### src/rtl/mips_pkg.sv
// Shared types and constants for the multiply/divide unit.
package mips_pkg;

  localparam int unsigned MD_WIDTH = 32;
  localparam int unsigned MD_STEPS = MD_WIDTH;

  typedef enum logic [2:0] {
    MD_MULT  = 3'd0,
    MD_MULTU = 3'd1,
    MD_DIV   = 3'd2,
    MD_DIVU  = 3'd3,
    MD_MTHI  = 3'd4,
    MD_MTLO  = 3'd5
  } muldiv_op_e;

  typedef enum logic [1:0] {
    IDLE,
    CALC,
    FIX
  } md_state_e;

endpackage

### src/rtl/muldiv_addsub.sv
// (Width+1)-bit adder/subtractor shared by the shift-add and restoring-divide steps.
// carry_o is the carry out on add and the borrow out on subtract.
module muldiv_addsub #(
  parameter int unsigned Width = 32
) (
  input  logic [Width:0] a_i,
  input  logic [Width:0] b_i,
  input  logic           sub_i,
  output logic [Width:0] res_o,
  output logic           carry_o
);

  // Extend by one bit so the top bit of the result is the carry/borrow.
  always_comb begin
    if (sub_i) begin
      {carry_o, res_o} = {1'b0, a_i} - {1'b0, b_i};
    end else begin
      {carry_o, res_o} = {1'b0, a_i} + {1'b0, b_i};
    end
  end

endmodule

### src/rtl/muldiv_unit.sv
// Iterative multiply/divide unit owning the HI/LO registers.
// One multiplier/quotient bit per cycle on operand magnitudes, signs applied in FIX.
module muldiv_unit
  import mips_pkg::*;
#(
  parameter int unsigned Width = MD_STEPS
) (
  input  logic             clk_i,
  input  logic             rst_ni,
  input  logic             start_i,
  input  logic [2:0]       op_i,
  input  logic [Width-1:0] a_i,
  input  logic [Width-1:0] b_i,
  input  logic             flush_i,
  output logic             busy_o,
  output logic             done_o,
  output logic [Width-1:0] hi_o,
  output logic [Width-1:0] lo_o
);

  localparam int unsigned CntW = $clog2(Width);
  localparam logic [CntW-1:0] LastStep = CntW'(Width - 1);

  md_state_e         state_q, state_d;
  logic [CntW-1:0]   cnt_q, cnt_d;
  // Mul: {partial product, remaining multiplier}. Div: {remainder, dividend/quotient}.
  logic [2*Width-1:0] prod_q, prod_d;
  // Multiplicand magnitude for mul, divisor magnitude for div.
  logic [Width-1:0]  opnd_q, opnd_d;
  logic              is_div_q, is_div_d;
  logic              neg_q, neg_d;
  logic              rem_neg_q, rem_neg_d;
  logic              div_zero_q, div_zero_d;
  logic [Width-1:0]  hi_q, hi_d;
  logic [Width-1:0]  lo_q, lo_d;
  logic              done_q, done_d;

  muldiv_op_e        op_e;
  logic              op_signed;
  logic              op_is_div;
  logic [Width-1:0]  a_mag;
  logic [Width-1:0]  b_mag;

  logic [Width:0]    as_a;
  logic [Width:0]    as_b;
  logic [Width:0]    as_res;
  logic              as_carry;
  logic [2*Width-1:0] step_prod;

  logic [2*Width-1:0] mul_res;
  logic [Width-1:0]  quo;
  logic [Width-1:0]  rem;
  logic [Width-1:0]  div_hi;
  logic [Width-1:0]  div_lo;

  assign op_e      = muldiv_op_e'(op_i);
  assign op_signed = (op_e == MD_MULT) || (op_e == MD_DIV);
  assign op_is_div = (op_e == MD_DIV) || (op_e == MD_DIVU);
  assign a_mag     = (op_signed && a_i[Width-1]) ? -a_i : a_i;
  assign b_mag     = (op_signed && b_i[Width-1]) ? -b_i : b_i;

  // Div subtracts the divisor from {remainder, next dividend bit}; mul adds the multiplicand.
  assign as_a = is_div_q ? prod_q[2*Width-1:Width-1] : {1'b0, prod_q[2*Width-1:Width]};
  assign as_b = {1'b0, opnd_q};

  muldiv_addsub #(
    .Width (Width)
  ) u_addsub (
    .a_i     (as_a),
    .b_i     (as_b),
    .sub_i   (is_div_q),
    .res_o   (as_res),
    .carry_o (as_carry)
  );

  // One iteration of shift-add or restoring division.
  always_comb begin
    step_prod = prod_q;
    if (is_div_q) begin
      if (as_carry) begin
        step_prod = {prod_q[2*Width-2:0], 1'b0};
      end else begin
        step_prod = {as_res[Width-1:0], prod_q[Width-2:0], 1'b1};
      end
    end else begin
      if (prod_q[0]) begin
        step_prod = {as_res, prod_q[Width-1:1]};
      end else begin
        step_prod = {1'b0, prod_q[2*Width-1:1]};
      end
    end
  end

  // Sign correction of the finished magnitudes; divide by zero forces an all-ones quotient.
  always_comb begin
    mul_res = neg_q ? -prod_q : prod_q;
    quo     = prod_q[Width-1:0];
    rem     = prod_q[2*Width-1:Width];
    div_hi  = rem_neg_q ? -rem : rem;
    div_lo  = div_zero_q ? {Width{1'b1}} : (neg_q ? -quo : quo);
  end

  // Next-state, operand latching and HI/LO write decode.
  always_comb begin
    state_d    = state_q;
    cnt_d      = cnt_q;
    prod_d     = prod_q;
    opnd_d     = opnd_q;
    is_div_d   = is_div_q;
    neg_d      = neg_q;
    rem_neg_d  = rem_neg_q;
    div_zero_d = div_zero_q;
    hi_d       = hi_q;
    lo_d       = lo_q;
    done_d     = 1'b0;

    if (flush_i) begin
      state_d = IDLE;
    end else begin
      case (state_q)
        IDLE: begin
          if (start_i) begin
            case (op_e)
              MD_MULT, MD_MULTU, MD_DIV, MD_DIVU: begin
                state_d    = CALC;
                cnt_d      = '0;
                is_div_d   = op_is_div;
                neg_d      = op_signed && (a_i[Width-1] ^ b_i[Width-1]);
                rem_neg_d  = op_signed && a_i[Width-1];
                div_zero_d = op_is_div && (b_i == '0);
                if (op_is_div) begin
                  prod_d = {{Width{1'b0}}, a_mag};
                  opnd_d = b_mag;
                end else begin
                  prod_d = {{Width{1'b0}}, b_mag};
                  opnd_d = a_mag;
                end
              end
              MD_MTHI: hi_d = a_i;
              MD_MTLO: lo_d = a_i;
              default: ;
            endcase
          end
        end
        CALC: begin
          prod_d = step_prod;
          cnt_d  = cnt_q + 1'b1;
          if (cnt_q == LastStep) begin
            state_d = FIX;
          end
        end
        FIX: begin
          state_d = IDLE;
          done_d  = 1'b1;
          if (is_div_q) begin
            hi_d = div_hi;
            lo_d = div_lo;
          end else begin
            hi_d = mul_res[2*Width-1:Width];
            lo_d = mul_res[Width-1:0];
          end
        end
        default: state_d = IDLE;
      endcase
    end
  end

  // State, datapath and architectural HI/LO registers.
  always_ff @(posedge clk_i or negedge rst_ni) begin
    if (!rst_ni) begin
      state_q    <= IDLE;
      cnt_q      <= '0;
      prod_q     <= '0;
      opnd_q     <= '0;
      is_div_q   <= 1'b0;
      neg_q      <= 1'b0;
      rem_neg_q  <= 1'b0;
      div_zero_q <= 1'b0;
      hi_q       <= '0;
      lo_q       <= '0;
      done_q     <= 1'b0;
    end else begin
      state_q    <= state_d;
      cnt_q      <= cnt_d;
      prod_q     <= prod_d;
      opnd_q     <= opnd_d;
      is_div_q   <= is_div_d;
      neg_q      <= neg_d;
      rem_neg_q  <= rem_neg_d;
      div_zero_q <= div_zero_d;
      hi_q       <= hi_d;
      lo_q       <= lo_d;
      done_q     <= done_d;
    end
  end

  assign busy_o = (state_q != IDLE);
  assign done_o = done_q;
  assign hi_o   = hi_q;
  assign lo_o   = lo_q;

endmodule

### config.mk
export PLATFORM = sky130hd
export DESIGN_NAME = muldiv_unit
export DESIGN_NICKNAME = d
export VERILOG_FILES = /design/src/rtl/mips_pkg.sv /design/src/rtl/muldiv_addsub.sv /design/src/rtl/muldiv_unit.sv
export SDC_FILE = /design/constraint.sdc
export NUM_CORES = 1
export LEC_CHECK = 0
export ABC_AREA = 1
export CELL_PAD_IN_SITES_DETAIL_PLACEMENT = 1
export CELL_PAD_IN_SITES_GLOBAL_PLACEMENT = 2
export CORE_MARGIN = 8
export CORE_UTILIZATION = 32
export DETAILED_ROUTE_END_ITERATION = 6
export PLACE_DENSITY_LB_ADDON = 0.08
export SYNTH_ARGS = -nofsm -noshare
export SYNTH_HDL_FRONTEND = slang
export SYNTH_SLANG_ARGS = --single-unit
export TNS_END_PERCENT = 5
### constraint.sdc
create_clock -name clk_i -period 4.05 [get_ports clk_i]
set_input_delay 0.6075 -clock clk_i [delete_from_list [all_inputs] [get_ports clk_i]]
set_output_delay 0.6075 -clock clk_i [all_outputs]
set_load 0.02 [all_outputs]
==> impl_summary.txt <==
----------------------------------------------------
[Timing]
  RSZ-0062 raised after global routing ... no
  Least-Margin Pin Slew ... 1120 ps
  PnR worst setup slack ... 247 ps
  WHS ... 197 ps
  Final Slew Violations ... 0
  Final hold viol count ... 0
  Fmax ... 263 MHz
  Total negative slack ... 0 ps
  Max_slew headroom ... 25.4%
  Max Clock Skew ... 13.2 ps
  # setup viols final ... 0
  Final critical path time including I/O delays and setup ... 3800 ps
  Share of the cycle needed by the critical path after routing ... about 94%

[Final layout]
  Utilization after layout ... 37.6%
  Antenna cells ... 0
  Nets ... 3,597
  Area added between synthesis and finish ... 16.5%
  Layout cells sized above 1 ... 4.47%

[Global route]
  Grt peak-use layer ... met2
  Met1 Usage GRT ... 38.1%
  Met3 Usage GRT ... 5.21%
  Maximum number of pins on one net before global-route repair ... 115
  Global-route wire length before repair ... 152,000 um
  GRT Total Usage ... 30.2%
  Via count of the first global-routing pass ... 23,530
  GRT met2 Usage ... just under 50%
  Sum of overflow across all layers after global routing ... 0
  Antenna violations before repair ... 5

[Clocking]
  Worst-path clk slew ... 80 ps
  TritonCTS clock tree ... yes
  Level count of the clock H-tree ... 4
  Root buffer selected by CTS ... sky130_fd_sc_hd__clkbuf_16
  Clk Latency, worst-skew pair ... 500 ps
  Num Clock Sinks ... 172
  Number of buffers on the longest clock path ... 2
  Hold buffer count at CTS ... 0
  Number of buffers created by CTS ... 17

[Critical path]
  CP arrival ... about 4200 ps
  Cell family contributing the most delay on the critical path ... simple AND/OR/NAND/NOR gates
  Critical path startpoint category ... flop
  Critical path peak fanout ... 33
  CP max stage cell ... sky130_fd_sc_hd__dfrtp_4
  CP Class ... reg -> reg
  Cell chain of the critical path ... buf_4 -> o21ai_0 -> ha_1 -> nand2_1 -> inv_1 -> nand2_1 -> nand2_1 -> a21oi_1 -> and2_1 -> nand2_1 -> nand2_1 -> nand3_1 -> nand3_1 -> nand2_1 -> nand3_1 -> nand2_1
  Critical path buffers and inverters ... 2
  Type of destination of the critical path ... flop
  Max incr delay on CP ... 640 ps
  Most prevalent standard cell on the critical path ... sky130_fd_sc_hd__nand2_1
  Endpoint required time on the critical path ... 4430 ps

[Die]
  Core Region ... between 50,000 and 60,000 sq um
  Total I/O pin count ... 137
  Die outline height ... 259 um
  Number of placement rows ... 89
  DIE WIDTH ... about 260 um
  Floorplan die area ... 67,300 sq um
  Effective utilization at floorplan ... 32.2%

[Yosys]
  Share of the synthesized area in the top cell type ... 22.7%
  Cell Area, Synth ... roughly 19,000 sq um
  Number of enable-type register cells in the synthesized netlist ... 0
  Ys async rst share ... 100%
  Largest cells by area after synthesis ... sky130_fd_sc_hd__dfrtp_1, sky130_fd_sc_hd__nand2_1, sky130_fd_sc_hd__nor2_1
  Top cells by instance count after synthesis ... sky130_fd_sc_hd__nand2_1, sky130_fd_sc_hd__nor2_1, sky130_fd_sc_hd__inv_1
  Adder and majority cell fraction of the synthesized area ... 5.03%
  Cell with the most instances after synthesis ... sky130_fd_sc_hd__nand2_1
  Post-synthesis net count ... 3,489
  Main combinational cell family by area after synthesis ... simple AND/OR/NAND/NOR gates
  Seq cells post-synth ... 172
  Synth Area in Simple Gates ... 40.4%
  Post-synthesis xor/xnor area fraction ... 2.96%
  Multiplexer fraction of the synthesized cell area ... 0.0528%
  Most used flip-flop cell after synthesis ... sky130_fd_sc_hd__dfrtp_1
  Largest area contributor in the synthesized netlist ... sky130_fd_sc_hd__dfrtp_1
  Sequential share of the synthesized area ... 22.7%
  Number of library cell types mapped by synthesis ... approximately 50
  Post-Syn Instances ... ~3,300
  Compound-cell area share of the yosys netlist ... around 17%
  Yosys warning total ... 0
  Syn Area/Cell ... approximately 5.7 sq um

[Placement]
  RD Place Congestion ... around 1.0
  Hpwl dp ... 85,800 um
  Port Buffers ... around 140
  Minimum setup slack after placement ... 190 ps

[Outcome]
  Status ... finished clean

[Power]
  Fraction of power consumed by sequential logic ... 17.0%
  Leakage dissipation ... ~11 nW
  Net load switching power ... between 10 and 15 mW
  Clock network fraction of design power ... 8.9%
  Fraction of power consumed by combinational cells ... approximately 74%
  Worst vdd rail ir drop ... 0.463 mV
  PD cells ... 937 nW/um^2
  Power consumption ... 20.7 mW
  Switching power as a share of total power ... 60.5%
  Int Power ... a little over 8 mW

[Drt]
  Sum of routed wire length over all layers ... 104,000 um
  DR vias/cell ... 5.46
  Post-detailed-route DRC marker count ... 0
  Routed length per placed instance ... 24.5 um
  Number of design-rule violations left by the first detailed-router iteration ... 2,001
  Antenna violation net count after detailed routing ... 0
  1st-pass router iterations ... 5
  Overall via count from detail_route ... 23,150

[Worst hold path]
  Type of the most critical hold path ... in -> async

[Flow run]
  Max Cap Viol ... 0

----------------------------------------------------
==> metal layers <==
metal	vias to the layer above	part of all wire, %
li1	10932	-
met1	11296	42
met2	745	46
met3	175	6.2
met4	2	5.1
met5	-	0.014
==> repair_timing <==
action / CTS / global route
gates resized for setup: 0 / 1
buffers inserted: 0 / 1
endpoints found under the setup margin: 0 / 13
==> final timing paths <==
check / cells after the start / end / slack (ps) / start
max in group asynchronous: 2 / lo_o[8] / 2800 / rst_ni
min reg2reg: 2 / lo_o[21] / 490 / lo_o[21]
min: 1 / opnd_q[29] / 200 / rst_ni
min in group clk_i: 2 / lo_o[21] / 490 / lo_o[21]
max reg2reg: 16 / prod_q[57] / 250 / is_div_q
max: 16 / prod_q[57] / 250 / is_div_q
==> cells by family (layout without fill, tap and decap cells) <==
logic type,Yosys count,in the layout
AOI/OAI and AO/OA,572,572
xor gates and xnor gates,64,64
adders and majority gates,75,75
buffers and inverters,593,714
DFF,172,172
muxes,1,1
and+or+nand+nor,1866,1866
==> layout by cell type, fill, tap and decap left out, drive strengths merged <==
cell	n
nand2	995
nor2	470
inv	456
nand3	290
o21ai	240
a21oi	215
dfrtp	172
clkdlybuf4s50	135
buf	93
ha	73
xor2	59
nand4	40
nor3	36
o211ai	34
a31oi	28
clkbuf	20
a22oi	18
o221ai	17
nand3b	9
o31ai	8
o21bai	8
nor4	8
and2	7
clkinv	7
or2	6
xnor2	5
and3	2
nor3b	2
fa	2
bufinv	2
a22o	1
a211o	1
o21a	1
mux2i	1
o41ai	1
nand2b	1
clkinvlp	1
==> cell type report <==
type	instances	area, sq um
clock inverter	13	170
timing repair buffer	229	2110
inverter	453	1700
tap	773	967
fill	8023	36700
clock buffer	19	443
sequential	172	4310
multi-input combinational	2578	12400
==> power by group through the flow <==
stage          registers (mW)  clock network, mW  logic (mW)
5_1_grt                  3.61               1.93        16.7
2_1_floorplan            3.42                  0        9.01
3_5_place_dp             3.56                  0        15.1
3_3_place_gp             3.52                  0        14.9
6_report                 3.52               1.83        15.3
4_1_cts                  3.53               1.87        15.2
==> per-stage QoR <==
step	cell area [sq um]	std cells
6_report	22100	4237
5_1_grt	22100	4237
4_1_cts	22100	4236
3_5_place_dp	21400	4204
3_3_place_gp	21400	4204
2_1_floorplan	19000	3343
==> sequential cells by signal (all words and copies together), names as in the netlist <==
signal / flops
cnt_q: 5
done_o: 1
rem_neg_q: 1
is_div_q: 1
opnd_q: 32
lo_o: 32
prod_q: 64
hi_o: 32
state_q: 2
div_zero_q: 1
neg_q: 1
Power figures use the tool's default switching activity.
